===== config.mk =====
export PLATFORM = sky130hd
export DESIGN_NAME = inst_loader
export DESIGN_NICKNAME = d
export VERILOG_FILES = /design/src/rtl/inst_loader.sv
export SDC_FILE = /design/constraint.sdc
export NUM_CORES = 1
export LEC_CHECK = 0
export CORE_ASPECT_RATIO = 1.5
export CORE_UTILIZATION = 50
export CTS_CLUSTER_DIAMETER = 100
export DETAILED_ROUTE_END_ITERATION = 8
export PLACE_DENSITY_LB_ADDON = 0.15
export SLEW_MARGIN = 20
export SYNTH_ARGS = -nofsm -noshare
export SYNTH_HDL_FRONTEND = slang
export SYNTH_SLANG_ARGS = --single-unit

===== constraint.sdc =====
create_clock -name clk -period 4.34 [get_ports clk]
set_input_delay 0.651 -clock clk [delete_from_list [all_inputs] [get_ports clk]]
set_output_delay 0.651 -clock clk [all_outputs]
set_load 0.05 [all_outputs]

===== src/rtl/inst_loader.sv =====
// inst_loader
//   Write side of the instruction memory. Takes a program image as a byte
//   stream and writes 32-bit words into the instruction RAM. The CPU is held
//   in reset (cpu_hold) until a complete image has been loaded.
//   Frame layout: 16-bit word count N (big-endian), then N words of 4 bytes
//   each, MSB first.
//
// Ports
//   clk        in   system clock
//   reset      in   synchronous, active-low reset
//   rx_data    in   received byte, valid when rx_valid=1
//   rx_valid   in   one-cycle strobe per byte; every strobe is consumed
//   mem_we     out  RAM write enable, one-cycle pulse per word
//   mem_addr   out  word-aligned byte address of the write
//   mem_wdata  out  instruction word to write
//   cpu_hold   out  1 = keep CPU in reset; 0 = program loaded
//   load_done  out  one-cycle pulse when a frame completes successfully
//   load_err   out  sticky error; cleared by reset or the next frame start
module inst_loader #(
  parameter int unsigned DEPTH          = 256,
  parameter int unsigned TIMEOUT_CYCLES = 1000000
) (
  input  logic        clk,
  input  logic        reset,
  input  logic [7:0]  rx_data,
  input  logic        rx_valid,
  output logic        mem_we,
  output logic [31:0] mem_addr,
  output logic [31:0] mem_wdata,
  output logic        cpu_hold,
  output logic        load_done,
  output logic        load_err
);

  // One extra bit so word_idx can reach DEPTH without wrapping.
  localparam int IDX_W = $clog2(DEPTH) + 1;
  localparam int TO_W  = $clog2(TIMEOUT_CYCLES + 1);

  typedef enum logic [1:0] {
    S_LEN_HI,
    S_LEN_LO,
    S_DATA,
    S_RUN
  } state_t;

  state_t            state_q, state_d;
  logic [15:0]       count_q, count_d;
  // Only the three older bytes need storing; the fourth comes straight
  // from rx_data when the word is written.
  logic [23:0]       shift_q, shift_d;
  logic [1:0]        byte_idx_q, byte_idx_d;
  logic [IDX_W-1:0]  word_idx_q, word_idx_d;
  logic [TO_W-1:0]   timeout_q, timeout_d;
  logic              mem_we_q, mem_we_d;
  logic [31:0]       mem_addr_q, mem_addr_d;
  logic [31:0]       mem_wdata_q, mem_wdata_d;
  logic              cpu_hold_q, cpu_hold_d;
  logic              load_done_q, load_done_d;
  logic              load_err_q, load_err_d;

  logic [15:0]       len_rx;
  logic [15:0]       words_after;
  logic              timeout_hit;

  // Full length as it stands when the low count byte arrives.
  assign len_rx      = {count_q[15:8], rx_data};
  // Number of words written once the word in progress completes.
  assign words_after = 16'(word_idx_q) + 16'd1;
  // The current idle cycle is the TIMEOUT_CYCLES-th one.
  assign timeout_hit = (timeout_q == TO_W'(TIMEOUT_CYCLES - 1));

  always_comb begin
    state_d     = state_q;
    count_d     = count_q;
    shift_d     = shift_q;
    byte_idx_d  = byte_idx_q;
    word_idx_d  = word_idx_q;
    timeout_d   = timeout_q;
    mem_we_d    = 1'b0;
    mem_addr_d  = mem_addr_q;
    mem_wdata_d = mem_wdata_q;
    cpu_hold_d  = 1'b1;
    load_done_d = 1'b0;
    load_err_d  = load_err_q;

    case (state_q)
      S_LEN_HI: begin
        timeout_d = '0;
        if (rx_valid) begin
          count_d[15:8] = rx_data;
          load_err_d    = 1'b0;
          state_d       = S_LEN_LO;
        end
      end

      S_LEN_LO: begin
        if (rx_valid) begin
          timeout_d    = '0;
          count_d[7:0] = rx_data;
          if (len_rx == 16'd0) begin
            load_done_d = 1'b1;
            state_d     = S_RUN;
          end else if (32'(len_rx) > DEPTH) begin
            load_err_d = 1'b1;
            state_d    = S_LEN_HI;
          end else begin
            word_idx_d = '0;
            byte_idx_d = 2'd0;
            state_d    = S_DATA;
          end
        end else if (timeout_hit) begin
          load_err_d = 1'b1;
          timeout_d  = '0;
          state_d    = S_LEN_HI;
        end else begin
          timeout_d = timeout_q + TO_W'(1);
        end
      end

      S_DATA: begin
        if (rx_valid) begin
          timeout_d  = '0;
          shift_d    = {shift_q[15:0], rx_data};
          byte_idx_d = byte_idx_q + 2'd1;
          if (byte_idx_q == 2'd3) begin
            mem_we_d    = 1'b1;
            mem_wdata_d = {shift_q, rx_data};
            mem_addr_d  = 32'({word_idx_q, 2'b00});
            word_idx_d  = word_idx_q + IDX_W'(1);
            // Last word: done pulses alongside its write; the CPU is
            // released on the following cycle from S_RUN.
            if (words_after == count_q) begin
              load_done_d = 1'b1;
              state_d     = S_RUN;
            end
          end
        end else if (timeout_hit) begin
          // Partial word is dropped; words already written stay in RAM.
          load_err_d = 1'b1;
          timeout_d  = '0;
          state_d    = S_LEN_HI;
        end else begin
          timeout_d = timeout_q + TO_W'(1);
        end
      end

      S_RUN: begin
        timeout_d  = '0;
        // Any byte here is the high count byte of a new frame.
        cpu_hold_d = rx_valid;
        if (rx_valid) begin
          count_d[15:8] = rx_data;
          load_err_d    = 1'b0;
          state_d       = S_LEN_LO;
        end
      end

      default: state_d = S_LEN_HI;
    endcase
  end

  always_ff @(posedge clk) begin
    if (!reset) begin
      state_q     <= S_LEN_HI;
      count_q     <= '0;
      shift_q     <= '0;
      byte_idx_q  <= '0;
      word_idx_q  <= '0;
      timeout_q   <= '0;
      mem_we_q    <= 1'b0;
      mem_addr_q  <= '0;
      mem_wdata_q <= '0;
      cpu_hold_q  <= 1'b1;
      load_done_q <= 1'b0;
      load_err_q  <= 1'b0;
    end else begin
      state_q     <= state_d;
      count_q     <= count_d;
      shift_q     <= shift_d;
      byte_idx_q  <= byte_idx_d;
      word_idx_q  <= word_idx_d;
      timeout_q   <= timeout_d;
      mem_we_q    <= mem_we_d;
      mem_addr_q  <= mem_addr_d;
      mem_wdata_q <= mem_wdata_d;
      cpu_hold_q  <= cpu_hold_d;
      load_done_q <= load_done_d;
      load_err_q  <= load_err_d;
    end
  end

  assign mem_we    = mem_we_q;
  assign mem_addr  = mem_addr_q;
  assign mem_wdata = mem_wdata_q;
  assign cpu_hold  = cpu_hold_q;
  assign load_done = load_done_q;
  assign load_err  = load_err_q;

endmodule


* Word level (Yosys, flattened, before mapping)
Cells that the tools add are included.
W data, S select, Z words.
** Word-level totals
- Input port bits :: 11
- Flip-flop bits (word level) :: 118
** Cells by class
- Add/subtract/negate cells :: 4
- Eq/ne operators :: 17
- Magnitude comparators :: 1
- Reduce and logical (&&, ||, !) cells :: 15
- Mux-type cells :: 37
** Operator list (count)
- $mux W9 :: 5
- $mux W20 :: 2
- $pmux W20 S2 :: 1
- $mux W2 :: 12
- $add A20 B1 Y20 const B :: 1
- $eq A20 B20 Y1 const B :: 1
- $pmux W9 S2 :: 1
- $eq A10 B16 Y1 :: 1
- $gt A16 B9 Y1 const B :: 1
- $logic_not A16 Y1 :: 1
- $mux W1 :: 12
- $ne A2 B2 Y1 const B :: 6
- $ne A3 B3 Y1 const B :: 4
- $add A9 B1 Y10 const B :: 1
- $add A9 B1 Y9 const B :: 1
- $reduce_and A3 Y1 :: 3
- $reduce_and A2 Y1 :: 4
- $eq A2 B2 Y1 const B :: 3
- $pmux W2 S3 :: 1
- $reduce_and A6 Y1 :: 1
- $reduce_and A5 Y1 :: 1
- $pmux W2 S2 :: 1
- $reduce_and A4 Y1 :: 1
- $reduce_or A2 Y1 :: 2
- other kinds (7) :: 7

* Longest topological paths before layout
Gate-level depths: netlist of run 1.
- Depth in word-level cells :: 6
- Depth in mapped cells :: 8

* Worst setup path before layout of run 1
No wires, ideal clock.
- Path type :: input -> register
- Start point :: input port rx_data[5]
- End point :: register word_idx_q[1]
- Cell stages on the path :: 7
- Slack :: 2086 ps
- Data arrival time :: 2183 ps
- Buffers on the path :: 1
- Cells stage by stage :: nor4_2 -> a21boi_1 -> o41ai_2 -> or3b_1 -> buf_6 -> or2_0 -> a21boi_1
** On the way
- Cells in the longest elaborated chain, start to end :: 3
** RTL lines
- start, declared :: line 25 : input logic [7:0] rx_data,
- $gt A16 B9 Y1 or $logic_not A16 Y1 (tied branches) :: line 103, 100
- $ne A2 B2 Y1 (no source line)
- $reduce_and A6 Y1 (no source line) *
- end signal, assigned :: line 181 : word_idx_q <= word_idx_d;
- end, declared :: line 52 : logic [IDX_W-1:0] word_idx_q, word_idx_d;
Every way passes the cells marked *; elsewhere a longest branch is shown, timed or not.
A chain may end at the register's enable or synchronous reset.

* Final worst setup path of run 1
- Start point :: register state_q[0]
- End point :: register state_q[0]
** On the way
- Cells in the longest elaborated chain, start to end :: 4
** RTL lines
- start, declared :: line 46 : state_t state_q, state_d;
- start signal, assigned :: line 177 : state_q <= state_d;
- $eq A2 B2 Y1 or $logic_not A2 Y1 (tied branches) :: line 86 : case (state_q)
- $reduce_or A2 Y1 (no source line)
- $ne A2 B1 Y1 (no source line)
- $reduce_and A3 Y1 (no source line)
Parallel ways exist; a longest one is shown, timed or not.

==> summary.md, run 1 <==
| Metric | Value |
|---|---|
| Hold Path Origin | mem_wdata[24]$_SDFFE_PN0P_ |
| Die height | ~130 um |
| FF+latch area | about 2400 sq um |
| Fill count | roughly 960 |
| Placer congestion estimate | 0.918 |
| CP Launch Type | register |
| Crit-path slowest cell | nor2_1 |
| Ant. Diodes | 0 |
| Root Driver | clkbuf_16 |
| Sequential-to-total area share from yosys stat | 43.3% |
| Hold path depth | 2 |
| Crit-path leading delay family | simple AND/OR/NAND/NOR gates |
| Peak Freq | ~360 MHz |
| Starting Density | around half |
| Ys Warns | 0 |
| Routed length per instance | approximately 14 um |
| R2r setup slk | roughly 1.6 ns |
| Crit-path max FO | 17 |
| Power per cell area | roughly 460 nW/um^2 |
| RR Startpoint | state_q[0]$_SDFFE_PN0P_ |
| Worst hold path class | register to register |
| CP Cell Sequence | inv_1 -> ha_1 -> clkinv_1 -> nor2_1 -> buf_4 -> and3_1 -> o21ai_0 -> nand3_1 |
| Clk sink count | 118 |
| Clock Skew | 0.00716 ns |
| Die width | slightly below 90 um |
| Least-Margin Pin Slew | between 0.8 and 0.9 ns |
| Clock H-tree levels | 4 |
| Die ar. | around 11,000 sq um |
| Crit path kind | register to register |
| Avg Cell Area, Syn | roughly 8.1 sq um |
| Bufs on Longest Clock Path | 2 |
| Synth top cells by count | nand2_1, dfxtp_1, a21boi_0 |
| Final WL | approximately 12,000 um |
| Core Box Area | roughly 11,000 sq um |
| Post-CTS Hold Fix Bufs | 0 |
| Synth cell types | between 60 and 70 |
| Share of layout cells above drive strength 1 | ~6.4% |
| First-pass iteration count of the detailed router | 5 |
| Worst-path clk slew | around 0.050 ns |
| Largest net degree at the start of global routing | 55 |
| Vias in the first global route | between 4,000 and 5,000 |
| Area grow syn2layout | 20.5% |
| VDD IR max | about 0.00033 V |
| Max-slew violations | 0 |
| TritonCTS clock tree | done |
| Final ANT Viol Nets | 0 |
| RSZ-0062 raised after global routing | no |
| Final worst-path cycle share | about 64% |
| WP buf/inv | 3 |
| Slew margin rel. | about 44% |
| Fin Hold WS | 0.457 ns |
| CP endpoint kind | register |
| Worst reg2reg path endpoint | state_q[0]$_SDFFE_PN0P_ |
| Vias/cell | 5.30 |
| Max_cap viols | 0 |
| Global-route wire length before repair | ~20,000 um |
| Total grt overflow | 0 |
| # port buffers | 55 |
| Row count | 46 |
| HPWL Detailed | between 8000 and 9000 um |
| 1st-iter DRT viols | 237 |
| TritonCTS buffer count | 17 |
| IO Count | roughly 80 |
| Leak pwr | about 0.0022 uW |
| Global Route Usage Sum | between 20% and 30% |
| CP peak stage delay | 0.65 ns |
| Cts repair resizes | 0 |
| WP data required | 4.69 ns |
| Number of synthesized register bits | between 100 and 150 |
| Post-layout minimum cycle time | ~2.8 ns |
| Post-synth top area share | 43.3% |
| Asr flop ratio synth | 0% |
| Area of the multi-input gates | between 2000 and 3000 sq um |
| Synth top area cells | dfxtp_1, nand2_1, a21boi_0 |
| Setup_tns | 0 ns |
| # DRC | 0 |
| Post CTS Setup Buffer Count | 0 |
| Hold Crit Endpoint | mem_wdata[24]$_SDFFE_PN0P_ |
| Clock Latency Late Sink | 0.41 ns |
| R2R cell count | 8 |
| Synth Flop Type | dfxtp_1 |
| Cells after synthesis | 670 |
| Top-count cell post-synth | nand2_1 |
| Fin. Hold Viols | 0 |
| Number of synthesized flops with an enable pin | 0 |
| Run status | complete, no violations |
| Via count | around 4,600 |
| Final nets | roughly 720 |
| Initial antenna violation count | 0 |
| Setup violators final | 0 |
| Mapped cell area | roughly 5500 sq um |
| Yosys top cell by area | dfxtp_1 |
| CP arrival | roughly 3.1 ns |
kinds of logic after synthesis:
family / share of synthesized area (%)
xor gates and xnor gates: 4.01
and+or+nand+nor: 25.7
adders and majority gates: 1.60
AOI/OAI and AO/OA: 18.0
DFF: 43.3
buffers and inverters: 6.88
muxes: 0.367
other: 0.0687
power breakdown:
group	leakage, uW	internal (uW)	switching (uW)
combinational	0.000971	134	281
sequential	0.000952	1130	46.3
clock	0.000302	999	471
total	0.00223	2260	799
sequential cells by signal, summed over array words and instances, names as in the netlist:
register	count
load_err	1
state_q	2
word_idx_q	9
cpu_hold	1
shift_q	24
timeout_q	20
mem_addr	9
load_done	1
byte_idx_q	2
mem_wdata	32
count_q	16
mem_we	1
cell type report:
cell class | count | share of cell area (%)
Multi-Input combinational cell | 501 | 42.6
Sequential cell | 118 | 35.9
Timing Repair Buffer | 60 | 8.86
Clock buffer | 22 | 7.21
Tap cell | 144 | 2.74
Clock inverter | 8 | 2.23
Inverter | 8 | 0.456
through the flow:
| step | cell area [sq um] | utilization, % | setup WS (ns) | total power, uW | instances |
|---|---|---|---|---|---|
| 2_1_floorplan | 5540 | - | 2.09 | 1530 | 692 |
| 3_3_place_gp | 5960 | 56.3 | 1.22 | 1600 | 831 |
| 4_1_cts | 6580 | 62.1 | 1.56 | 3080 | 861 |
| 6_report | 6580 | 62.1 | 1.55 | 3060 | 861 |
| 3_5_place_dp | 5960 | 56.3 | 1.18 | 1600 | 831 |
| 5_1_grt | 6580 | 62.1 | 1.29 | 3170 | 861 |
placed cells by master (no fill, tap or decap), drive strengths merged, types with 5 or more instances in the layout:
master         instances
nand2                197
dfxtp                118
a21boi                86
clkdlybuf4s50         54
nor2                  41
conb                  23
clkbuf                22
nand3                 15
xor2                  14
xnor2                 11
a21oi                  9
inv                    8
nand4                  7
ha                     7
o21ai                  6
o22ai                  6
buf                    6
nor4                   6
and3                   5
nor2b                  5
nor3                   5
worst reg2reg max path, stage by stage, from the launching register on:
cell and delay [ns]:
dfxtp_1 0.38, inv_1 0.12, ha_1 0.50, clkinv_1 0.39, nor2_1 0.65, buf_4 0.35
and3_1 0.18, o21ai_0 0.08, nand3_1 0.08
routing by layer:
metal	global-route usage, %	part of all wire [%]	up-vias
met5	0	0	-
met4	11.2	2.6	0
met3	4.74	3.6	28
met2	41.3	54	113
met1	25.7	40	2151
li1	-	-	2275
how the worst max path moves through the flow:
stage | slack [ns] | depth (start not counted) | to | from
2_1_floorplan | 2.09 | 7 | word_idx_q[1]$_SDFFE_PN0P_ | rx_data[5]
3_3_place_gp | 1.22 | 7 | word_idx_q[8]$_SDFFE_PN0P_ | rx_data[3]
3_5_place_dp | 1.18 | 7 | word_idx_q[8]$_SDFFE_PN0P_ | rx_data[3]
4_1_cts | 1.56 | 8 | state_q[0]$_SDFFE_PN0P_ | state_q[0]$_SDFFE_PN0P_
5_1_grt | 1.29 | 8 | mem_wdata[4]$_SDFFE_PN0P_ | state_q[0]$_SDFFE_PN0P_
6_report | 1.55 | 8 | state_q[0]$_SDFFE_PN0P_ | state_q[0]$_SDFFE_PN0P_
Note: power is estimated with default switching activity, not from simulation.
==> inputs of run 2 (changes only) <==
--- a/config.mk
+++ b/config.mk
@@ -6,7 +6,7 @@
 export NUM_CORES = 1
 export LEC_CHECK = 0
 export CORE_ASPECT_RATIO = 1.5
-export CORE_UTILIZATION = 50
+export CORE_UTILIZATION = 49
 export CTS_CLUSTER_DIAMETER = 100
 export DETAILED_ROUTE_END_ITERATION = 8
 export PLACE_DENSITY_LB_ADDON = 0.15
==> constraint.sdc (replaced) <==
create_clock -name clk -period 2.5 [get_ports clk]
set_input_delay 0.375 -clock clk [delete_from_list [all_inputs] [get_ports clk]]
set_output_delay 0.375 -clock clk [all_outputs]
set_load 0.05 [all_outputs]
==> run 2 against run 1 <==
Effect of this change:
- clock power rose by 59%
- critical endpoint is now word_idx_q[6]$_SDFFE_PN0P_
- worst hold slack worse by 0.058 ns
- first-iteration DRC count rose by 5.5%
- clock-buffer cell count down 1
- highest routed layer unchanged
- critical path depth stayed put
- largest cell class unchanged
==> summary.md, run 2 (synthesis results as in run 1) <==
| Metric | Value |
|---|---|
| Commonest non-fill, non-tap cells in the layout | nand2_1, dfxtp_1, a21boi_0, clkdlybuf4s50_1, nor2_1 |
| Via count | roughly 4,700 |
| NetSw | around 1400 uW |
| Post-CTS Hold Fix Bufs | 0 |
| Crit-path slowest cell | clkdlybuf4s50_1 |
| VDD IR max | between 0.0005 and 0.0006 V |
| # DRC | 0 |
| Worst-path clk slew | ~0.050 ns |
| Max reg flops | 32 |
| TritonCTS buffer count | 17 |
| WP data required | 2.79 ns |
| Slew margin rel. | between 60% and 70% |
| Run status | complete, no violations |
| Largest net degree at the start of global routing | 64 |
| Core Box Area | between 10,000 and 15,000 sq um |
| Share of layout cells above drive strength 1 | around 9.8% |
| CP peak stage delay | between 0.4 and 0.5 ns |
| Final ANT Viol Nets | 0 |
| WP buf/inv | 2 |
| Worst hold path class | primary input to register |
| Root Driver | clkbuf_16 |
| 1st-iter DRT viols | 250 |
| Fin. Hold Viols | 0 |
| Starting Density | between 50 and 60% |
| Crit-path max FO | 5 |
| Area grow syn2layout | 23.7% |
| Sw Ratio | between 20 and 30% |
| IO Count | between 70 and 80 |
| Power per cell area | approximately 760 nW/um^2 |
| Clock network power share | 45.2% |
| Least-Margin Pin Slew | approximately 0.55 ns |
| CP Launch Type | primary input |
| RSZ-0062 raised after global routing | no |
| # port buffers | 55 |
| Placed cells | about 860 |
| CP Cell Sequence | clkdlybuf4s50_1 -> nor4_2 -> a21boi_1 -> o41ai_2 -> or3b_1 -> buf_4 -> a21oi_1 -> o22ai_1 |
| Global Route Usage Sum | 24.0% |
| Global-route wire length before repair | ~22,000 um |
| Clk sink count | 118 |
| PnR Total Power | 5160 uW |
| Ant. Diodes | 0 |
| CP arrival | 2.59 ns |
| Die ar. | about 12,000 sq um |
| Comb power frac | between 10% and 20% |
| Final WL | ~13,000 um |
| Max_cap viols | 0 |
| Max-slew violations | 0 |
| Routed length per instance | 14.7 um |
| Final worst-path cycle share | ~90% |
| First-pass iteration count of the detailed router | 5 |
| Seq pwr share | between 30% and 40% |
| Setup violators final | 0 |
| Placer congestion estimate | around 0.86 |
| HPWL Detailed | between 9000 and 10,000 um |
| Post CTS Setup Buffer Count | 0 |
| CP endpoint kind | register |
| TritonCTS clock tree | done |
| Row count | 46 |
| Most common cell after layout, fill and taps aside | nand2_1 |
| Final nets | 750 |
| Cts repair resizes | 0 |
| Crit-path leading delay family | simple AND/OR/NAND/NOR gates |
| Clock H-tree levels | 4 |
| Crit path kind | primary input to register |
| Initial antenna violation count | 0 |
| Clock Latency Late Sink | between 0.4 and 0.5 ns |
| Vias in the first global route | 4,520 |
| Vias/cell | between 5 and 6 |
| Post-layout minimum cycle time | approximately 2.3 ns |
| Die height | roughly 130 um |
| Peak Freq | about 440 MHz |
| Layout Utilization | 63.1% |
| Leak pwr | between 0.002 and 0.0025 uW |
| Fin cells | 887 |
| Bufs on Longest Clock Path | 2 |
| Clock Skew | 0.00916 ns |
| Die width | between 80 and 90 um |
| Total grt overflow | 0 |
| Internal power | about 3800 uW |
## run 2: cell types whose count changed in the layout (fill, tap and decap cells not counted), sizes merged
cell	delta
clkinvlp	-1
buf	+26
bufinv	-2
inv	-1
clkinv	+5
clkbuf	-1
## run 2: power by group through the flow
stage / Sequential [uW] / Clock [uW] / Combinational (uW)
floorplan: 2050 / 0 / 606
global placement: 2070 / 0 / 771
detailed placement: 2070 / 0 / 787
CTS: 2030 / 2370 / 793
global route: 2040 / 2460 / 867
finish: 2030 / 2330 / 793
## run 2: final cells by class
type	count	area (sq um)
clock buffers	21	470
clock inverters	9	103
fillers	965	3950
inverters	8	30.0
multi-input cells	501	2800
flip-flops and latches	118	2360
well taps	144	180
repair buffers	86	803
## run 2: layer usage
layer	GRT usage, %	part of all wire [%]	vias to the layer above
met4	9.50	2.0	0
li1	-	-	2336
met5	0	0	-
met3	5.15	3.7	24
met1	25.9	39	2186
met2	43.9	55	112
## run 2: worst paths after layout
check / slack (ns) / startpoint / to / cells after the start
worst min register to register: 0.46 / mem_wdata[31]$_SDFFE_PN0P_ / mem_wdata[31]$_SDFFE_PN0P_ / 2
worst max register to register: 0.24 / word_idx_q[5]$_SDFFE_PN0P_ / state_q[1]$_SDFFE_PN0P_ / 6
worst min-delay path: 0.40 / reset / byte_idx_q[0]$_SDFFE_PN0P_ / 2
worst max-delay path: 0.21 / rx_data[2] / word_idx_q[6]$_SDFFE_PN0P_ / 8
## run 2: stage by stage
stage	instance area [sq um]	hold slack, ns	TNS [ns]	setup WS, ns
final	6750	0.399	0	0.207
after global routing	6750	0.402	0	0.0647
after CTS	6750	0.383	0	0.227
after detailed placement	6180	0.446	-1.32	-0.179
after global placement	6180	0.440	-1.03	-0.139
after floorplan	5540	0.430	0	0.296
## run 2: worst reg2reg max path: stages (launching register included)
cell and delay (ns):
dfxtp_1 0.55, nand4_1 0.28, o311ai_0 0.43, o41ai_1 0.14, a31oi_1 0.39, o21ai_0 0.20, mux2i_1 0.16
